==> src/rtl/sram_data_controller_pkg.sv <==
// Shared types and helpers for the SRAM-backed memory controllers.
// Used by the data controller now and by the instruction fetch controller later.
package mem_ctrl_pkg;

  typedef enum logic [1:0] {
    IDLE,
    LO,
    HI,
    DONE
  } state_t;

  localparam logic [31:0] DEFAULT_DATA_BASE = 32'd1024;
  localparam int HALF_W = 16;

  // Byte address to 32-bit word index, wrapping modulo 2^32 below the base.
  function automatic logic [31:0] word_index(input logic [31:0] address,
                                             input logic [31:0] base);
    return (address - base) >> 2;
  endfunction

endpackage

==> src/rtl/sram_data_controller_if.sv <==
// MEM-stage request bus between the pipeline (master) and the SRAM data controller (slave).
interface sram_data_controller_if;

  logic        rd_en;
  logic        wr_en;
  logic [31:0] address;
  logic [31:0] wdata;
  logic [31:0] rdata;
  logic        ready;

  modport master (
    output rd_en, wr_en, address, wdata,
    input  rdata, ready
  );

  modport slave (
    input  rd_en, wr_en, address, wdata,
    output rdata, ready
  );

endinterface

==> src/rtl/sram_data_controller_wait_counter.sv <==
// Wait-state counter for halfword SRAM cycles.
// Flags the cycle on which the count reaches WAIT_CYCLES.
module mem_wait_counter #(
  parameter int unsigned WAIT_CYCLES = 3
) (
  input  logic clk,
  input  logic rst_n,
  input  logic clear,
  input  logic enable,
  output logic terminal
);

  localparam logic [3:0] TERM = 4'(WAIT_CYCLES);

  logic [3:0] count;

  always_ff @(posedge clk or negedge rst_n) begin
    if (!rst_n) begin
      count <= '0;
    end else if (clear) begin
      count <= '0;
    end else if (enable) begin
      count <= count + 4'd1;
    end
  end

  assign terminal = (count == TERM);

endmodule

==> src/rtl/sram_data_controller.sv <==
// Splits 32-bit MEM-stage loads/stores into two wait-stated 16-bit SRAM cycles.
// Optional SRAM_ADDR_CHECK_EN adds addr_err and rejects unaligned or below-base addresses.
module sram_data_controller
  import mem_ctrl_pkg::*;
#(
  parameter logic [31:0] DATA_BASE   = DEFAULT_DATA_BASE,
  parameter int          SRAM_ADDR_W = 18,
  parameter int unsigned WAIT_CYCLES = 3
) (
  input  logic                   clk,
  input  logic                   rst_n,
  sram_data_controller_if.slave  bus,
  output logic [SRAM_ADDR_W-1:0] sram_addr,
  output logic [HALF_W-1:0]      sram_dout,
  input  logic [HALF_W-1:0]      sram_din,
  output logic                   sram_we_n
`ifdef SRAM_ADDR_CHECK_EN
  ,
  output logic                   addr_err
`endif
);

  localparam int IDX_W = SRAM_ADDR_W - 1;

  state_t            state;
  logic              is_write;
  logic              hi_setup;
  logic [IDX_W-1:0]  idx_q;
  logic [31:0]       wdata_q;
  logic [31:0]       rdata_q;
  logic [IDX_W-1:0]  idx_now;
  logic              request;
  logic              reject;
  logic              cnt_clear;
  logic              cnt_enable;
  logic              cnt_done;

  assign request = bus.rd_en | bus.wr_en;
  assign idx_now = IDX_W'(word_index(bus.address, DATA_BASE));

`ifdef SRAM_ADDR_CHECK_EN
  assign reject = (bus.address < DATA_BASE) || (bus.address[1:0] != 2'b00);
`else
  assign reject = 1'b0;
`endif

  // The write setup cycle at the start of HI must not consume a wait state.
  assign cnt_clear  = (state == IDLE) || (((state == LO) || (state == HI)) && cnt_done);
  assign cnt_enable = (state == LO) || ((state == HI) && !hi_setup);

  mem_wait_counter #(
    .WAIT_CYCLES (WAIT_CYCLES)
  ) u_wait (
    .clk      (clk),
    .rst_n    (rst_n),
    .clear    (cnt_clear),
    .enable   (cnt_enable),
    .terminal (cnt_done)
  );

  always_ff @(posedge clk or negedge rst_n) begin
    if (!rst_n) begin
      state     <= IDLE;
      is_write  <= 1'b0;
      hi_setup  <= 1'b0;
      idx_q     <= '0;
      wdata_q   <= '0;
      rdata_q   <= '0;
      sram_addr <= '0;
      sram_dout <= '0;
      sram_we_n <= 1'b1;
`ifdef SRAM_ADDR_CHECK_EN
      addr_err  <= 1'b0;
`endif
    end else begin
      case (state)
        IDLE: begin
          if (request && reject) begin
            state <= DONE;
`ifdef SRAM_ADDR_CHECK_EN
            addr_err <= 1'b1;
`endif
          end else if (request) begin
            is_write  <= bus.wr_en;
            idx_q     <= idx_now;
            wdata_q   <= bus.wdata;
            sram_addr <= {idx_now, 1'b0};
            sram_dout <= bus.wdata[15:0];
            sram_we_n <= ~bus.wr_en;
            state     <= LO;
          end
        end
        LO: begin
          if (cnt_done) begin
            if (!is_write) begin
              rdata_q[15:0] <= sram_din;
            end
            sram_addr <= {idx_q, 1'b1};
            sram_dout <= wdata_q[31:16];
            sram_we_n <= 1'b1;
            hi_setup  <= is_write;
            state     <= HI;
          end
        end
        HI: begin
          // A write holds we_n high for one cycle so the new address settles first.
          if (hi_setup) begin
            hi_setup  <= 1'b0;
            sram_we_n <= 1'b0;
          end else if (cnt_done) begin
            if (!is_write) begin
              rdata_q[31:16] <= sram_din;
            end
            sram_we_n <= 1'b1;
            state     <= DONE;
          end
        end
        DONE: begin
`ifdef SRAM_ADDR_CHECK_EN
          addr_err <= 1'b0;
`endif
          state <= IDLE;
        end
        default: state <= IDLE;
      endcase
    end
  end

  assign bus.rdata = rdata_q;
  assign bus.ready = (state == IDLE) ? ~request : (state == DONE);

endmodule

==> src/flat_wrapper.sv <==
// flat-port wrapper written by rule: the top's interface ports become plain ports
module sram_data_controller_flat import mem_ctrl_pkg::*;
#(
  parameter logic [31:0] DATA_BASE   = DEFAULT_DATA_BASE,
  parameter int          SRAM_ADDR_W = 18,
  parameter int unsigned WAIT_CYCLES = 3
)
  (clk, rst_n, sram_addr, sram_dout, sram_din, sram_we_n, bus_rd_en, bus_wr_en, bus_address, bus_wdata, bus_rdata, bus_ready);
  sram_data_controller_if bus_i ();
  input  logic clk;
  input  logic rst_n;
  output logic [SRAM_ADDR_W-1:0] sram_addr;
  output logic [HALF_W-1:0] sram_dout;
  input  logic [HALF_W-1:0] sram_din;
  output logic sram_we_n;
  input wire logic [$bits(bus_i.rd_en)-1:0] bus_rd_en;
  input wire logic [$bits(bus_i.wr_en)-1:0] bus_wr_en;
  input wire logic [$bits(bus_i.address)-1:0] bus_address;
  input wire logic [$bits(bus_i.wdata)-1:0] bus_wdata;
  output wire logic [$bits(bus_i.rdata)-1:0] bus_rdata;
  output wire logic [$bits(bus_i.ready)-1:0] bus_ready;
  assign bus_i.rd_en = bus_rd_en;
  assign bus_i.wr_en = bus_wr_en;
  assign bus_i.address = bus_address;
  assign bus_i.wdata = bus_wdata;
  assign bus_rdata = bus_i.rdata;
  assign bus_ready = bus_i.ready;
  sram_data_controller #(.DATA_BASE(DATA_BASE), .SRAM_ADDR_W(SRAM_ADDR_W), .WAIT_CYCLES(WAIT_CYCLES)) u_core (.clk(clk), .rst_n(rst_n), .bus(bus_i), .sram_addr(sram_addr), .sram_dout(sram_dout), .sram_din(sram_din), .sram_we_n(sram_we_n));
endmodule
==> config.mk <==
export PLATFORM = sky130hd
export DESIGN_NAME = sram_data_controller_flat
export DESIGN_NICKNAME = d
export VERILOG_FILES = /design/src/rtl/sram_data_controller_pkg.sv /design/src/rtl/sram_data_controller_if.sv /design/src/rtl/sram_data_controller_wait_counter.sv /design/src/rtl/sram_data_controller.sv /design/src/flat_wrapper.sv
export SDC_FILE = /design/constraint.sdc
export NUM_CORES = 1
export LEC_CHECK = 0
export BUFFER_PORTS_ARGS = -buffer_cell sky130_fd_sc_hd__clkbuf_2
export CORE_MARGIN = 5
export CORE_UTILIZATION = 48
export CTS_BUF_LIST = sky130_fd_sc_hd__clkbuf_4
export CTS_CLUSTER_SIZE = 28
export DETAILED_ROUTE_END_ITERATION = 8
export PLACE_DENSITY = 0.83
export SLEW_MARGIN = 30
export SYNTH_ARGS = -nofsm -noshare
export SYNTH_HDL_FRONTEND = slang
export SYNTH_SLANG_ARGS = --single-unit
==> constraint.sdc <==
create_clock -name clk -period 1.9 [get_ports clk]
set_input_delay 0 -clock clk [delete_from_list [all_inputs] [get_ports clk]]
set_output_delay 0 -clock clk [all_outputs]
set_load 0.02 [all_outputs]
==> metrics <==
critical path depth=7; f_max=between 500 and 600 MHz; Final ANT Viol Nets=0; total negative slack=0 ns; Final GP Congestion=between 0.8 and 0.9; post-synthesis xor/xnor area fraction=about 1.7%; total number of vias=approximately 3.8k; Area contributors post-synth=dfrtp_1, mux2_2, mux2i_1; height of the die=between 100 and 150 um; Synth Area in Adders=1.85%; crit-path max FO=5; CP required=~2.3 ns; CTS Buf Count=9; CP cell instances=dlygate4sd3_1, clkbuf_2, or4_1, nor2_1, xnor2_1, dlygate4sd3_1, o211ai_1; Synth Register Bits=108; area of the multi-input gates=approximately 1900 sq um; outcome=finished, final reports clean; initial antenna violation count=0; vias per cell=5.11; Critical Path Source Type=input pin; CP most frequent cell=dlygate4sd3_1; cell count after synthesis=around 380; Top Ports=about 150; Hold Path Class=input pin to async pin; die area=11900 sq um; Reg2Reg Setup Slack=around 0.070 ns; family with the most delay on the worst path=buffers and inverters; met2 Usage GRT=between 30% and 40%; multiplexer share of the synthesized area=about 20%; Cell Pwr Density=roughly 1600 nW/um^2; Avg Cell Area, Syn=12.4 sq um; Worst path slowest cell=dlygate4sd3_1; FF-to-FF Start=u_core.state[0]; post-synthesis sequential area ratio=a little under three fifths; final instance area=approximately 6600 sq um; Port Buffers=136; clock latency on the worst-skew pair=0.45 ns; main combinational cell family by area after synthesis=multiplexers; Crit. End Element=flop; initial core utilization=between 40% and 50%; Simple-Gate Fraction of Synth Area=roughly 8.6%; M1 GR Usage=between 20% and 30%; EDFF count, synth=0; GRT Total Usage=20.6%; ys flop type=dfrtp_1; Max stage delay on crit path=0.58 ns; Synth Area in Compound Gates=approximately 7.7%; clock sink count=108; Core Area=between 9000 and 10000 sq um; Synth area leader=dfrtp_1; fin crit period=~1.8 ns; die width=109 um; crit path kind=input pin to flop; Area growth, synth to finish=38.7%; fillcell total=between 600 and 700; drt wl/cell=16.5 um; CP Buf/Inv Count=3; Fin. Hold Viols=0; TritonCTS clock tree=yes; Final Cycle Share=96.6%; GR Overflow Total=0; GRT busiest layer=met2; DR iter-0 viols=140; first-pass GRT wire length=around 19000 um; largest net degree at the start of global routing=58; Setup Viol. Count Final=0; root buf cell=clkbuf_4; Post-Place Cell Area=between 5000 and 6000 sq um; vias in the first global route=a little under 4k; R2R Path End=u_core.bus.rdata[17]; Post-Route Skew=between 0.03 and 0.04 ns; Yosys top cell area share=between 50 and 60%; yosys warns=0; Leak=3.18 nW; Netlist cell types=between 40 and 50; register area=2700 sq um; H-tree level count=3; Tot Pwr=roughly 11 mW; syn_nets=approximately 470; final layout net count=693; worst r2r path cells=6; DP Wirelength=around 8000 um; async set or reset register ratio after synthesis=100%; Worst Max-Slew Pin Slew=0.628 ns; layout cell share with drive strength beyond 1=approximately two fifths; Pre-antenna DRT Iters=4; Cell Area, Synth=4730 sq um; Max-slew headroom=58.1%; CTS Buffer Depth=2; Arr. time, crit path=~2.2 ns; Worst VDD drop=approximately 0.90 mV; final WL=between 10000 and 15000 um; Final Max Slew Viols=0; clock-pin slew on the worst setup and hold paths=between 0.15 and 0.2 ns; # DRC=0; Max-Cap Viols=0; row cnt=36; met3 Usage GRT=between 4 and 5%
==> cells in the final DEF (no fill, tap or decap), types with 3 or more instances in the layout <==
cell type | netlist | final
nand3_1 | 5 | 5
o21ai_1 | 27 | 27
dfrtp_1 | 107 | 107
mux2_2 | 55 | 55
nor2_1 | 13 | 13
buf_4 | 0 | 20
clkbuf_4 | 0 | 10
nor3b_1 | 4 | 3
xor2_1 | 4 | 4
clkbuf_2 | 0 | 134
buf_12 | 0 | 3
dlygate4sd3_1 | 0 | 70
o21ai_0 | 17 | 16
mux2_4 | 5 | 5
mux2i_1 | 25 | 25
o211ai_1 | 3 | 3
a21oi_1 | 7 | 7
nand2_1 | 50 | 50
ha_1 | 7 | 5
xnor2_1 | 5 | 5
==> cell families (layout without fill, tap and decap cells) <==
group | count (synthesis) | count (layout)
xor+xnor | 9 | 9
mux | 85 | 85
other cells | 0 | 1
flops | 108 | 108
fa+ha+maj | 7 | 7
compound gates | 63 | 63
simple gates | 86 | 86
buf+inv | 23 | 249
==> power breakdown <==
group	internal [mW]	switching, mW
clock network	0.308	0.783
logic	2.49	3.11
registers	3.45	0.658
==> cell type report <==
type / count / share of cell area [%]
Antenna cell: 1 / 0.0381
Clock buffer: 10 / 1.14
Clock inverter: 6 / 0.858
Inverter: 4 / 0.229
Multi-Input combinational cell: 250 / 29.3
Sequential cell: 108 / 41.2
Tap cell: 133 / 2.54
Timing Repair Buffer: 229 / 24.7
==> stage by stage <==
step	cells	utilization [%]	hold slack [ns]	worst slack (ns)
global route	740	67.7	0.135	-0.00844
finish	741	67.8	0.0842	0.0638
global placement	647	58.1	0.0506	0.0479
CTS	735	67.0	0.0871	0.0232
floorplan	381	-	-0.296	0.0990
detailed placement	647	58.1	0.0541	-0.0117
==> worst max-delay path by stage <==
stage                           start              endpoint
6_report              bus_address[10]  u_core.sram_addr[14]
5_1_grt               u_core.state[1]             bus_ready
4_1_cts               u_core.state[1]             bus_ready
3_5_place_dp   u_core.u_wait.count[1]  u_core.sram_addr[13]
3_3_place_gp   u_core.u_wait.count[1]  u_core.sram_addr[15]
2_1_floorplan  u_core.u_wait.count[0]  u_core.sram_addr[16]
==> registers in the layout (all words and copies together) (netlist names) <==
register             cells
u_core.bus.rdata        32
u_core.sram_addr        18
u_core.idx_q            17
u_core.sram_dout        16
u_core.wdata_q          16
u_core.u_wait.count      4
u_core.state             2
u_core.hi_setup          1
u_core.is_write          1
u_core.sram_we_n         1
==> timing repair <==
item	CTS	global route
hold endpoints to repair	205	0
pin swaps	0	1
gates resized for setup	5	5
hold buffers	70	0
setup buffers	2	4
setup endpoints to repair	18	2
cloned	0	1
==> metal layers <==
metal,routed length [um],vias up,part of all wire [%]
li1,-,1773,-
met1,4750,1851,39
met2,6340,137,52
met3,889,23,7.3
met4,243,0,2.0
met5,0,-,0
==> Yosys cell counts (all sizes together), types with 2 or more instances <==
cell	n
xor2	4
a21oi	7
ha	7
nand3	5
nor2	14
nand2	52
clkbuf	5
o21ai	44
dfrtp	107
o211ai	3
nor3b	4
a22o	2
mux2	60
a22oi	2
buf	14
inv	4
or2	2
mux2i	25
xnor2	5
Note: power is estimated with default switching activity, not from simulation.
